===== config.mk =====
export PLATFORM = sky130hd
export DESIGN_NAME = classificador_botao
export DESIGN_NICKNAME = d
export VERILOG_FILES = /design/src/rtl/classificador_pkg.sv /design/src/rtl/filtro_debounce.sv /design/src/rtl/classificador_botao.sv
export SDC_FILE = /design/constraint.sdc
export NUM_CORES = 1
export LEC_CHECK = 0
export ABC_AREA = 1
export BUFFER_PORTS_ARGS = -buffer_cell sky130_fd_sc_hd__buf_4
export CELL_PAD_IN_SITES_DETAIL_PLACEMENT = 0
export CELL_PAD_IN_SITES_GLOBAL_PLACEMENT = 2
export CORE_MARGIN = 2
export CORE_UTILIZATION = 30
export DETAILED_ROUTE_END_ITERATION = 8
export GPL_TIMING_DRIVEN = 0
export PLACE_DENSITY = 0.62
export SLEW_MARGIN = 20
export SYNTH_ARGS = -nofsm -noshare
export SYNTH_HDL_FRONTEND = slang
export SYNTH_HIERARCHICAL = 1
export SYNTH_SLANG_ARGS = --single-unit

===== constraint.sdc =====
create_clock -name clk -period 2.25 [get_ports clk]
set_input_delay 0.225 -clock clk [delete_from_list [all_inputs] [get_ports clk]]
set_output_delay 0.225 -clock clk [all_outputs]
set_load 0.1 [all_outputs]

===== src/rtl/classificador_pkg.sv =====
// classificador_pkg
//   Shared types and default constants for the button/sensor input
//   conditioning stage (classificador_botao and filtro_debounce).
package classificador_pkg;

   // Press classifier states
   typedef enum logic [1:0] {
      IDLE          = 2'd0,
      CONTANDO      = 2'd1,
      ESPERA_SOLTAR = 2'd2
   } estado_t;

   localparam int DEBOUNCE_CYCLES_DEF   = 50;
   localparam int LONG_PRESS_CYCLES_DEF = 3000;

endpackage


===== src/rtl/filtro_debounce.sv =====
// filtro_debounce
//   Two-flop synchronizer followed by a debounce counter. The stable level
//   flips only after DEBOUNCE_CYCLES+1 consecutive synchronized samples that
//   disagree with it, which puts the flip 2 + DEBOUNCE_CYCLES edges after the
//   first edge that samples a clean raw change.
// Ports:
//   clk     - system clock
//   rst     - asynchronous reset, active-low
//   entrada - raw asynchronous input
//   estavel - debounced level
module filtro_debounce
   import classificador_pkg::*;
#(
   parameter int DEBOUNCE_CYCLES = DEBOUNCE_CYCLES_DEF
) (
   input  logic clk,
   input  logic rst,
   input  logic entrada,
   output logic estavel
);

   localparam int CW = $clog2(DEBOUNCE_CYCLES + 1);
   localparam logic [CW-1:0] CNT_MAX = CW'(DEBOUNCE_CYCLES);

   logic          sinc1, sinc2;
   logic [CW-1:0] cnt;

   always_ff @(posedge clk or negedge rst) begin
      if (!rst) begin
         sinc1   <= 1'b0;
         sinc2   <= 1'b0;
         cnt     <= '0;
         estavel <= 1'b0;
      end else begin
         sinc1 <= entrada;
         sinc2 <= sinc1;
         // A matching sample has priority: any agreement restarts the count.
         if (sinc2 == estavel) begin
            cnt <= '0;
         end else if (cnt == CNT_MAX) begin
            estavel <= ~estavel;
            cnt     <= '0;
         end else begin
            cnt <= cnt + 1'b1;
         end
      end
   end

endmodule


===== src/rtl/classificador_botao.sv =====
// classificador_botao
//   Input conditioning upstream of the lamp mode controller. Debounces the
//   push button and classifies each press:
//     a - one-cycle pulse, long press (held LONG_PRESS_CYCLES debounced cycles)
//     b - one-cycle pulse, short press released before that point
//     d - presence level, synchronized sensor
// Build option:
//   SENSOR_DEBOUNCE_EN - when defined, the sensor also goes through a
//   filtro_debounce instance; otherwise it is only synchronized.
// Ports:
//   clk    - system clock
//   rst    - asynchronous reset, active-low
//   botao  - raw push button, active-high
//   sensor - raw presence sensor, active-high
//   a, b, d as above
module classificador_botao
   import classificador_pkg::*;
#(
   parameter int DEBOUNCE_CYCLES   = DEBOUNCE_CYCLES_DEF,
   parameter int LONG_PRESS_CYCLES = LONG_PRESS_CYCLES_DEF
) (
   input  logic clk,
   input  logic rst,
   input  logic botao,
   input  logic sensor,
   output logic a,
   output logic b,
   output logic d
);

   localparam int HW = $clog2(LONG_PRESS_CYCLES);
   localparam logic [HW-1:0] HOLD_LAST = HW'(LONG_PRESS_CYCLES - 1);
   localparam logic [HW-1:0] HOLD_PRE  = HW'(LONG_PRESS_CYCLES - 2);

   estado_t       estado, prox;
   logic [HW-1:0] hold, hold_prox;
   logic          a_prox, b_prox;
   logic          bt_est;
   logic          sn_nivel;

   filtro_debounce #(.DEBOUNCE_CYCLES(DEBOUNCE_CYCLES)) u_botao (
      .clk     (clk),
      .rst     (rst),
      .entrada (botao),
      .estavel (bt_est)
   );

`ifdef SENSOR_DEBOUNCE_EN
   filtro_debounce #(.DEBOUNCE_CYCLES(DEBOUNCE_CYCLES)) u_sensor (
      .clk     (clk),
      .rst     (rst),
      .entrada (sensor),
      .estavel (sn_nivel)
   );
`else
   // Level flop sits where the debounce's stable flop would be, so the
   // filtered build is exactly DEBOUNCE_CYCLES edges slower than this one.
   logic sn_s1, sn_s2;
   always_ff @(posedge clk or negedge rst) begin
      if (!rst) begin
         sn_s1    <= 1'b0;
         sn_s2    <= 1'b0;
         sn_nivel <= 1'b0;
      end else begin
         sn_s1    <= sensor;
         sn_s2    <= sn_s1;
         sn_nivel <= sn_s2;
      end
   end
`endif

   always_ff @(posedge clk or negedge rst) begin
      if (!rst) begin
         estado <= IDLE;
         hold   <= '0;
         a      <= 1'b0;
         b      <= 1'b0;
         d      <= 1'b0;
      end else begin
         estado <= prox;
         hold   <= hold_prox;
         a      <= a_prox;
         b      <= b_prox;
         d      <= sn_nivel;
      end
   end

   // The long-press pulse is registered on the same edge that moves the hold
   // counter to LONG_PRESS_CYCLES-1, so a is high while hold sits there.
   always_comb begin
      prox      = estado;
      hold_prox = hold;
      a_prox    = 1'b0;
      b_prox    = 1'b0;
      case (estado)
         IDLE: begin
            if (bt_est) begin
               prox      = CONTANDO;
               hold_prox = '0;
            end
         end
         CONTANDO: begin
            if (!bt_est) begin
               b_prox = 1'b1;
               prox   = IDLE;
            end else begin
               if (hold != HOLD_LAST) hold_prox = hold + 1'b1;
               if (hold == HOLD_PRE) begin
                  a_prox = 1'b1;
                  prox   = ESPERA_SOLTAR;
               end
            end
         end
         ESPERA_SOLTAR: begin
            if (!bt_est) prox = IDLE;
         end
         default: prox = IDLE;
      endcase
   end

endmodule


=== After elaboration in Yosys (flattened, before gate mapping) ===
Index checks and enable logic that the tools add are counted.

* Add/subtract/negate cells: 2
* Equal/unequal tests: 11
* Muxes and demuxes: 16
* Bitwise operators: 2
* Reduce and logical (&&, ||, !) cells: 5

{| class="wikitable"
|+ Operator list
! cell !! count
|-
| $mux W12 || 3
|-
| $pmux W12 S2 || 1
|-
| $add A12 B1 Y12 const B || 1
|-
| $eq A12 B12 Y1 const B || 1
|-
| $mux W6 || 2
|-
| $ne A12 B12 Y1 const B || 1
|-
| $mux W2 || 4
|-
| $add A6 B1 Y6 const B || 1
|-
| $eq A6 B6 Y1 const B || 1
|-
| $pmux W2 S3 || 1
|-
| $mux W1 || 5
|-
| $ne A2 B1 Y1 const B || 2
|-
| $ne A2 B2 Y1 const B || 2
|-
| $reduce_and A4 Y1 || 1
|-
| $ne A3 B3 Y1 const B || 1
|-
| $reduce_and A3 Y1 || 1
|-
| $eq A2 B1 Y1 const B || 1
|-
| $eq A2 B2 Y1 const B || 1
|-
| $logic_not A2 Y1 || 1
|-
| $not A1 Y1 || 2
|-
| $reduce_and A2 Y1 || 1
|-
| $reduce_bool A2 Y1 || 1
|-
| $eq A1 B1 Y1 || 1
|}

* Register bits after elaboration: 29
* Output and inout bits: 3
* Logic and storage cells: 48

=== Longest topological paths before layout ===
Gate-level depths: netlist of the first run.

* Word-level depth: 4
* Gate-level depth with buffers: 8
* Gate-level depth less buffers: 8

=== By module ===
The synthesis of the first run kept the hierarchy.

{| class="wikitable"
|+ Modules (own cells, without submodules)
! module !! times used !! cells an instance !! area each (µm²) !! seq. area each (µm²)
|-
| classificador_botao || 1 || 132 || 1033.5 || 500.5
|-
| filtro_debounce || 1 || 39 || 391.6 || 225.2
|}

=== Worst setup path before layout of the first run ===
OpenSTA, ideal clock, no wires.

* Path kind: reg-to-reg
* Start point: register hold[1]
* End point: register hold[11]
* Setup time: 0.126 ns
* Data arrival time: 1.277 ns
* Data required time: 2.124 ns
* Path slack: 0.847 ns
* Stages on the path, launching flop included: 8
* Buffers on the path: 1
* Cells stage by stage: dfrtp_1 ha_1 nand2_1 nor3_1 nand3_1 nand2_2 buf_6 o21ai_0

* Word-level cells in the longest chain between the ends: 4
* Elaborated cells on any way between the ends: 7

{| class="wikitable"
|+ Ends and longest elaborated chain
! what !! RTL line !! source
|-
| start, declared || classificador_botao.sv:36 || <nowiki>logic [HW-1:0] hold, hold_prox;</nowiki>
|-
| start signal, assigned || classificador_botao.sv:81 || <nowiki>hold <= hold_prox;</nowiki>
|-
| $add A12 B1 Y12 || classificador_botao.sv:107 || <nowiki>if (hold != HOLD_LAST) hold_prox = hold + 1'b1;</nowiki>
|-
| $mux W12 || classificador_botao.sv:107 ||
|-
| $mux W12 || classificador_botao.sv:103 || <nowiki>if (!bt_est) begin</nowiki>
|-
| $pmux W12 S2 || classificador_botao.sv:95 || <nowiki>case (estado)</nowiki>
|}

Several ways; a longest one is shown, not always the timed one. The select of a mux whose other input is x is not followed.
A chain may end at the register's enable or synchronous reset.

=== Worst setup path after layout of the first run ===
Same ends and word-level chain as after synthesis.

==> results.yml, run 1 <==
cells_and_area:
  regMostFlops: "hold"
  n_fill_cell: 472
  diodes: 0
  synthToLayoutAreaGrowth_pct: 17.0
  largest_register_ffs: 12
  mostFrequentLayoutCells: "nand2_1 (41), dfrtp_1 (29), nor2_1 (20), nand3_1 (20), inv_1 (18)"
  area.sequential_sq_um: 726
  final_common_cell: "nand2_1"
  nets: 193
  reg_top3: "hold: 12 flops, u_botao/cnt: 6 flops, estado: 2 flops"
  multi_input_area_sq_um: 612
  final_cell_area_sq_mm: 0.00167
  drive_above_1_share_pct: 12.4
sta:
  skew_ps: 5.02
  setup_tns_ps: 0
  slew_violations: 0
  setup_viol: 0
  rsz0062_at_grt: "false"
  slew_headroom_pct: 74.6
  fin_crit_sh_pct: 76.0
  post-route-min-period_ps: 1710
  tightest_slew_ps: 381
  max_freq_mhz: 585
  hold_viol_final: 0
grt:
  grt_max_degree: 30
  grt.total_usage_pct: 13.0
  grt_antenna_before_repair: 0
  grt_overflow: 0
  grt_first_pass_wirelength_um: 5200
  grt_pass1_vias: 1092
synthesis:
  syn_nets: 179
  ys_seq_area_share_pct: 50.9
  synthArstFlopShare_pct: 100
  synth-seq-cells: 29
  avgSynthCellArea_sq_um: 8.33
  syn_inst: 171
  yosys.area.top_type: "dfrtp_1"
  syn_area_sq_mm: 0.00143
  synth_edf_count: 0
  synthDominantCellAreaShare_pct: 50.9
  yosys-top-cells-area: "dfrtp_1 (51%), nand2_1 (11%), nand3_1 (7.0%)"
  yosysWarnings: 6
  synth_cell_types: 24
  synth-main-ff-cell: "dfrtp_1"
power_and_ir_drop:
  p_switching_mw: 0.238
  p_clk_share_pct: 49.7
  internal-power_mw: 0.902
  cellLeakagePower_nw: 0.741
  swShare_pct: 20.9
  seqPwrFrac_pct: 47.1
  vdd_ir_drop_max_mv: 0.242
  powerDensity_mw_per_mm2: 684
  combPwrFrac_pct: 3.2
cts:
  root_buffer: "clkbuf_8"
  post_cts_buffers: 0
  cts_hold_buf: 1
  max-clock-path-buffers: 2
  clk_latency_ps: 280
  numCtsBuffers: 5
  cts_tree: "yes"
  htreeDepth: 2
  cts_resized: 0
  cts.clk_slew.worst_paths_ps: 70
  clock_sinks: 29
floorplanning:
  start_util_pct: 30.6
  die_w_um: 72.9
  die_h_um: 72.9
  io_pins: 7
  floorplan.rows: 25
  core_sq_mm: 0.00466
  die_area_sq_mm: 0.00532
worst_setup_path:
  worst-path-buf-inv: 1
  critical-path-top-delay-family: "simple AND/OR/NAND/NOR gates"
  worst_ep_required_time_ps: 2410
  crit_arrival_ps: 1870
  slowest_delay_ps: 430
  setup.worst_path.class: "reg2reg"
  path_cells: "ha_1 -> nand2_1 -> nor3_1 -> nand3_1 -> nand2_2 -> buf_6 -> o21ai_0"
  critPathMaxFanout: 10
  startpoint_type: "flip-flop"
  critPathSlowestCell: "dfrtp_1"
  critPathCaptureType: "flip-flop"
routing:
  wl_per_cell_um: 12.4
  drc_errors: 0
  first_iter_violations: 76
  viasPerCell: 4.68
  dr_total_vias: 1124
  ant_nets: 0
  first_pass_iters: 4
  drt-total-wl_um: 2990
worst_hold_path:
  hp-class: "in2reg"
status:
  outcome: "finished clean"
placement:
  routabilityCongestion: 0.770
  dp_hpwl_um: 2140
  place_area_sq_mm: 0.00154
  port_buffers: 6
flow_run:
  cap_violations: 0
==> layout make-up <==
cell class | count | share of cell area (%)
Sequential cell | 29 | 43.5
Clock inverter | 2 | 2.25
Multi-Input combinational cell | 121 | 36.7
Inverter | 19 | 4.28
Clock buffer | 6 | 4.95
Buffer | 2 | 0.975
Tap cell | 54 | 4.05
Timing Repair Buffer | 7 | 3.30
==> Yosys cell counts (2+ instances only) <==
master / instances
nand2_1: 41
dfrtp_1: 29
nand3_1: 20
nor2_1: 20
inv_1: 18
o21ai_0: 10
nand4_1: 5
ha_1: 4
nor3_1: 3
xor2_1: 3
a21oi_1: 2
nand2_2: 2
o21bai_1: 2
xnor2_1: 2
==> power by group through the flow <==
stage | sequential [mW] | combinational [mW] | clock (mW)
2_1_floorplan | 0.552 | 0.0114 | 0
3_3_place_gp | 0.546 | 0.0366 | 0
3_5_place_dp | 0.546 | 0.0374 | 0
4_1_cts | 0.537 | 0.0389 | 0.588
5_1_grt | 0.538 | 0.0421 | 0.607
6_report | 0.537 | 0.0370 | 0.567
==> metrics by stage <==
step	std cells	hold WS, ps	power [mW]	setup WS, ps	util (%)
after floorplan	171	-70.6	0.564	847	-
after global placement	231	172	0.583	573	33.0
after detailed placement	231	182	0.584	528	33.0
after CTS	240	40.8	1.16	530	35.8
after global routing	240	33.0	1.19	386	35.8
final	240	50.8	1.14	539	35.8
==> final timing paths <==
| path | end | slack, ps | cells past startpoint | from |
|---|---|---|---|---|
| max in group asynchronous | u_botao/sinc2 | 1560 | 2 | rst |
| worst min register to register | d | 350 | 0 | sn_nivel |
| worst min-delay path | sn_s1 | 50 | 1 | sensor |
| worst max register to register | hold[11] | 540 | 7 | hold[1] |
| min in group asynchronous | u_botao/cnt[0] | 410 | 2 | rst |
| worst max-delay path | hold[11] | 540 | 7 | hold[1] |
==> worst register-to-register path: cells and delay by family (launching register included) <==
family	cells	cell delay (ps)
AO/OA/AOI/OAI	1	90
adder cells (fa/ha/maj)	1	270
buffers and inverters	1	170
flip-flops	1	430
AND/OR/NAND/NOR	4	620
==> kinds of logic (layout without fill, tap and decap cells) <==
logic type / count (synthesis) / after routing / share of synthesized area [%]
DFF: 29 / 29 / 50.9
buffers and inverters: 21 / 36 / 6.14
AOI/OAI and AO/OA: 16 / 16 / 6.23
adders and majority gates: 4 / 4 / 3.51
xor gates and xnor gates: 5 / 5 / 3.07
and+or+nand+nor: 96 / 96 / 30.1
==> routing by layer <==
| layer | GRT usage (%) | part of all wire, % |
|---|---|---|
| met2 | 20.2 | 45 |
| met1 | 16.9 | 50 |
| met4 | 5.56 | 1.3 |
| met3 | 3.73 | 3.5 |
| met5 | 0 | 0 |
(Power assumes the default switching activity.)
==> run 2: changes to the inputs <==
--- a/config.mk
+++ b/config.mk
@@ -13,7 +13,7 @@
 export CORE_UTILIZATION = 30
 export DETAILED_ROUTE_END_ITERATION = 8
 export GPL_TIMING_DRIVEN = 0
-export PLACE_DENSITY = 0.62
+export PLACE_DENSITY = 0.64
 export SLEW_MARGIN = 20
 export SYNTH_ARGS = -nofsm -noshare
 export SYNTH_HDL_FRONTEND = slang
==> constraint.sdc (replaced) <==
create_clock -name clk -period 1.5 [get_ports clk]
set_input_delay 0.15 -clock clk [delete_from_list [all_inputs] [get_ports clk]]
set_output_delay 0.15 -clock clk [all_outputs]
set_load 0.1 [all_outputs]
==> run 2 against run 1 <==
Cell count up 3.8%. Largest cell class unchanged. Worst setup slack got worse by 480 ps. First-iteration DRC count increased by 5.3%. Total power is 33% higher. Core utilization grew 3.4 points. Non-clock buffer count grew 10. Final area up 9.6%. Critical path type unchanged. Worst hold slack better by 280 ps. Largest power group is now sequential cells. Global-route usage rose by 0.93 points.
==> results.yml, run 2 (synthesis gave the netlist of run 1 again) <==
status:
  outcome: "finished clean"
cells_and_area:
  nets: 203
  mostFrequentLayoutCells: "nand2_1 (36), dfrtp_1 (28), nand3_1 (19)"
  regMostFlops: "hold"
  synthToLayoutAreaGrowth_pct: 28.3
  largest_register_ffs: 12
  final_common_cell: "nand2_1"
  layoutNonFillerInstCount: 249
  reg_top3: "hold: 12 flops, u_botao/cnt: 6 flops, estado: 2 flops"
  diodes: 0
  n_fill_cell: 464
  finish.utilization_pct: 39.2
  drive_above_1_share_pct: 22.6
  final_cell_area_sq_mm: 0.00183
grt:
  grt.total_usage_pct: 13.9
  grt_overflow: 0
  grt_first_pass_wirelength_um: 5530
  grt_util_met3_pct: 2.90
  met1_usage_pct: 19.3
  grt_antenna_before_repair: 0
  grtUsageMet2_pct: 20.1
  top_usage_layer: "met2"
  grt_max_degree: 30
  grt_pass1_vias: 1170
sta:
  worst_slack_ps: 55.3
  fin_hold_ws_ps: 335
  hold_viol_final: 0
  setup_tns_ps: 0
  rsz0062_at_grt: "true"
  fin_crit_sh_pct: 96.3
  post-route-min-period_ps: 1440
  setup_viol: 0
  skew_ps: 6.09
  slew_violations: 0
  tightest_slew_ps: 379
  slew_headroom_pct: 74.8
  max_freq_mhz: 692
floorplanning:
  die_area_sq_mm: 0.00532
  floorplan.rows: 25
  die_w_um: 72.9
  core_sq_mm: 0.00466
  io_pins: 7
  die_h_um: 72.9
  start_util_pct: 30.6
placement:
  port_buffers: 6
  routabilityCongestion: 0.740
  place_area_sq_mm: 0.00154
  dp_cells: 231
  pre_cts_slack_ps: -182
  dp_hpwl_um: 2130
cts:
  clk_latency_ps: 280
  clock_sinks: 29
  numCtsBuffers: 5
  cts.clk_slew.worst_paths_ps: 60
  htreeDepth: 2
  max-clock-path-buffers: 2
  cts_tree: "yes"
  root_buffer: "clkbuf_8"
power_and_ir_drop:
  power_mw: 1.51
  p_clk_share_pct: 42.8
  p_switching_mw: 0.332
  cellLeakagePower_nw: 0.800
  swShare_pct: 21.9
  seqPwrFrac_pct: 53.3
  powerDensity_mw_per_mm2: 828
  vdd_ir_drop_max_mv: 0.364
  combPwrFrac_pct: 3.9
  internal-power_mw: 1.18
routing:
  first_pass_iters: 4
  drc_errors: 0
  dr_total_vias: 1176
  viasPerCell: 4.72
  wl_per_cell_um: 12.9
  drt-total-wl_um: 3220
  first_iter_violations: 80
  ant_nets: 0
worst_setup_path:
  slowest_delay_ps: 400
  worst_ep_required_time_ps: 1710
  crit_top_cell: "nand2_4"
  path_cells: "ha_4 -> nand2_4 -> nor3_4 -> nand3_2 -> nand2_4 -> clkbuf_16 -> nand2_1 -> o21ai_2"
  reg2reg_depth: 8
  critPathCaptureType: "flip-flop"
  critPathMaxFanout: 6
  critPathSlowestCell: "dfrtp_1"
  setup.worst_path.class: "reg2reg"
  startpoint_type: "flip-flop"
  crit_arrival_ps: 1650
flow_run:
  cap_violations: 0
worst_hold_path:
  hp-class: "in2async"
-- run 2: changes by cell type in the layout (fill, tap and decap cells not counted), sizes merged --
cell / delta
bufinv: -1
buf: +7
dlygate4sd3: +2
clkinvlp: -1
clkbuf: +2
-- run 2: area by class of cell --
type	count	area [sq um]	area share, %
multi-input combinational	121	697	38.1
buffer	2	20.0	1.10
inverter	19	73.8	4.04
sequential	29	727	39.8
tap	54	67.6	3.70
timing repair buffer	17	156	8.56
clock buffer	7	86.3	4.72
-- run 2: worst paths after layout --
path	start	to	slack (ps)
max	hold[0]	hold[5]	60
min	rst	hold[3]	330
min in group clk	u_botao/sinc1	u_botao/sinc2	350
max in group asynchronous	rst	hold[2]	870
max reg2reg	hold[0]	hold[5]	60
min reg2reg	u_botao/sinc1	u_botao/sinc2	350
-- run 2: critical path: cells and delay by family (launching register included) --
| family | cells | cell delay (ps) |
|---|---|---|
| AND/OR/NAND/NOR | 5 | 580 |
| buffers and inverters | 1 | 170 |
| AO/OA/AOI/OAI | 1 | 50 |
| adder cells (fa/ha/maj) | 1 | 180 |
| flip-flops | 1 | 400 |
-- run 2: layer usage --
| metal | vias up | routed length (um) | share of wire (%) |
|---|---|---|---|
| li1 | 596 | - | - |
| met1 | 558 | 1710 | 53 |
| met3 | 2 | 99 | 3.1 |
| met2 | 20 | 1390 | 43 |
| met4 | 0 | 29 | 0.90 |
| met5 | - | 0 | 0 |
-- run 2: repair_timing --
item	4_1_cts	5_1_grt
cloned	0	1
endpoints found under the setup margin	12	14
pin swaps	3	5
endpoints found under the hold margin	31	0
resized for setup	5	27
hold buffers	3	0
setup buffers	5	2
-- run 2: power by group through the flow --
stage                     registers (mW)  clock network (mW)  logic [mW]
final                              0.806               0.647      0.0597
after global routing               0.807               0.705      0.0675
after CTS                          0.806               0.672      0.0620
after detailed placement           0.820                   0      0.0561
after global placement             0.819                   0      0.0549
after floorplan                    0.828                   0      0.0170
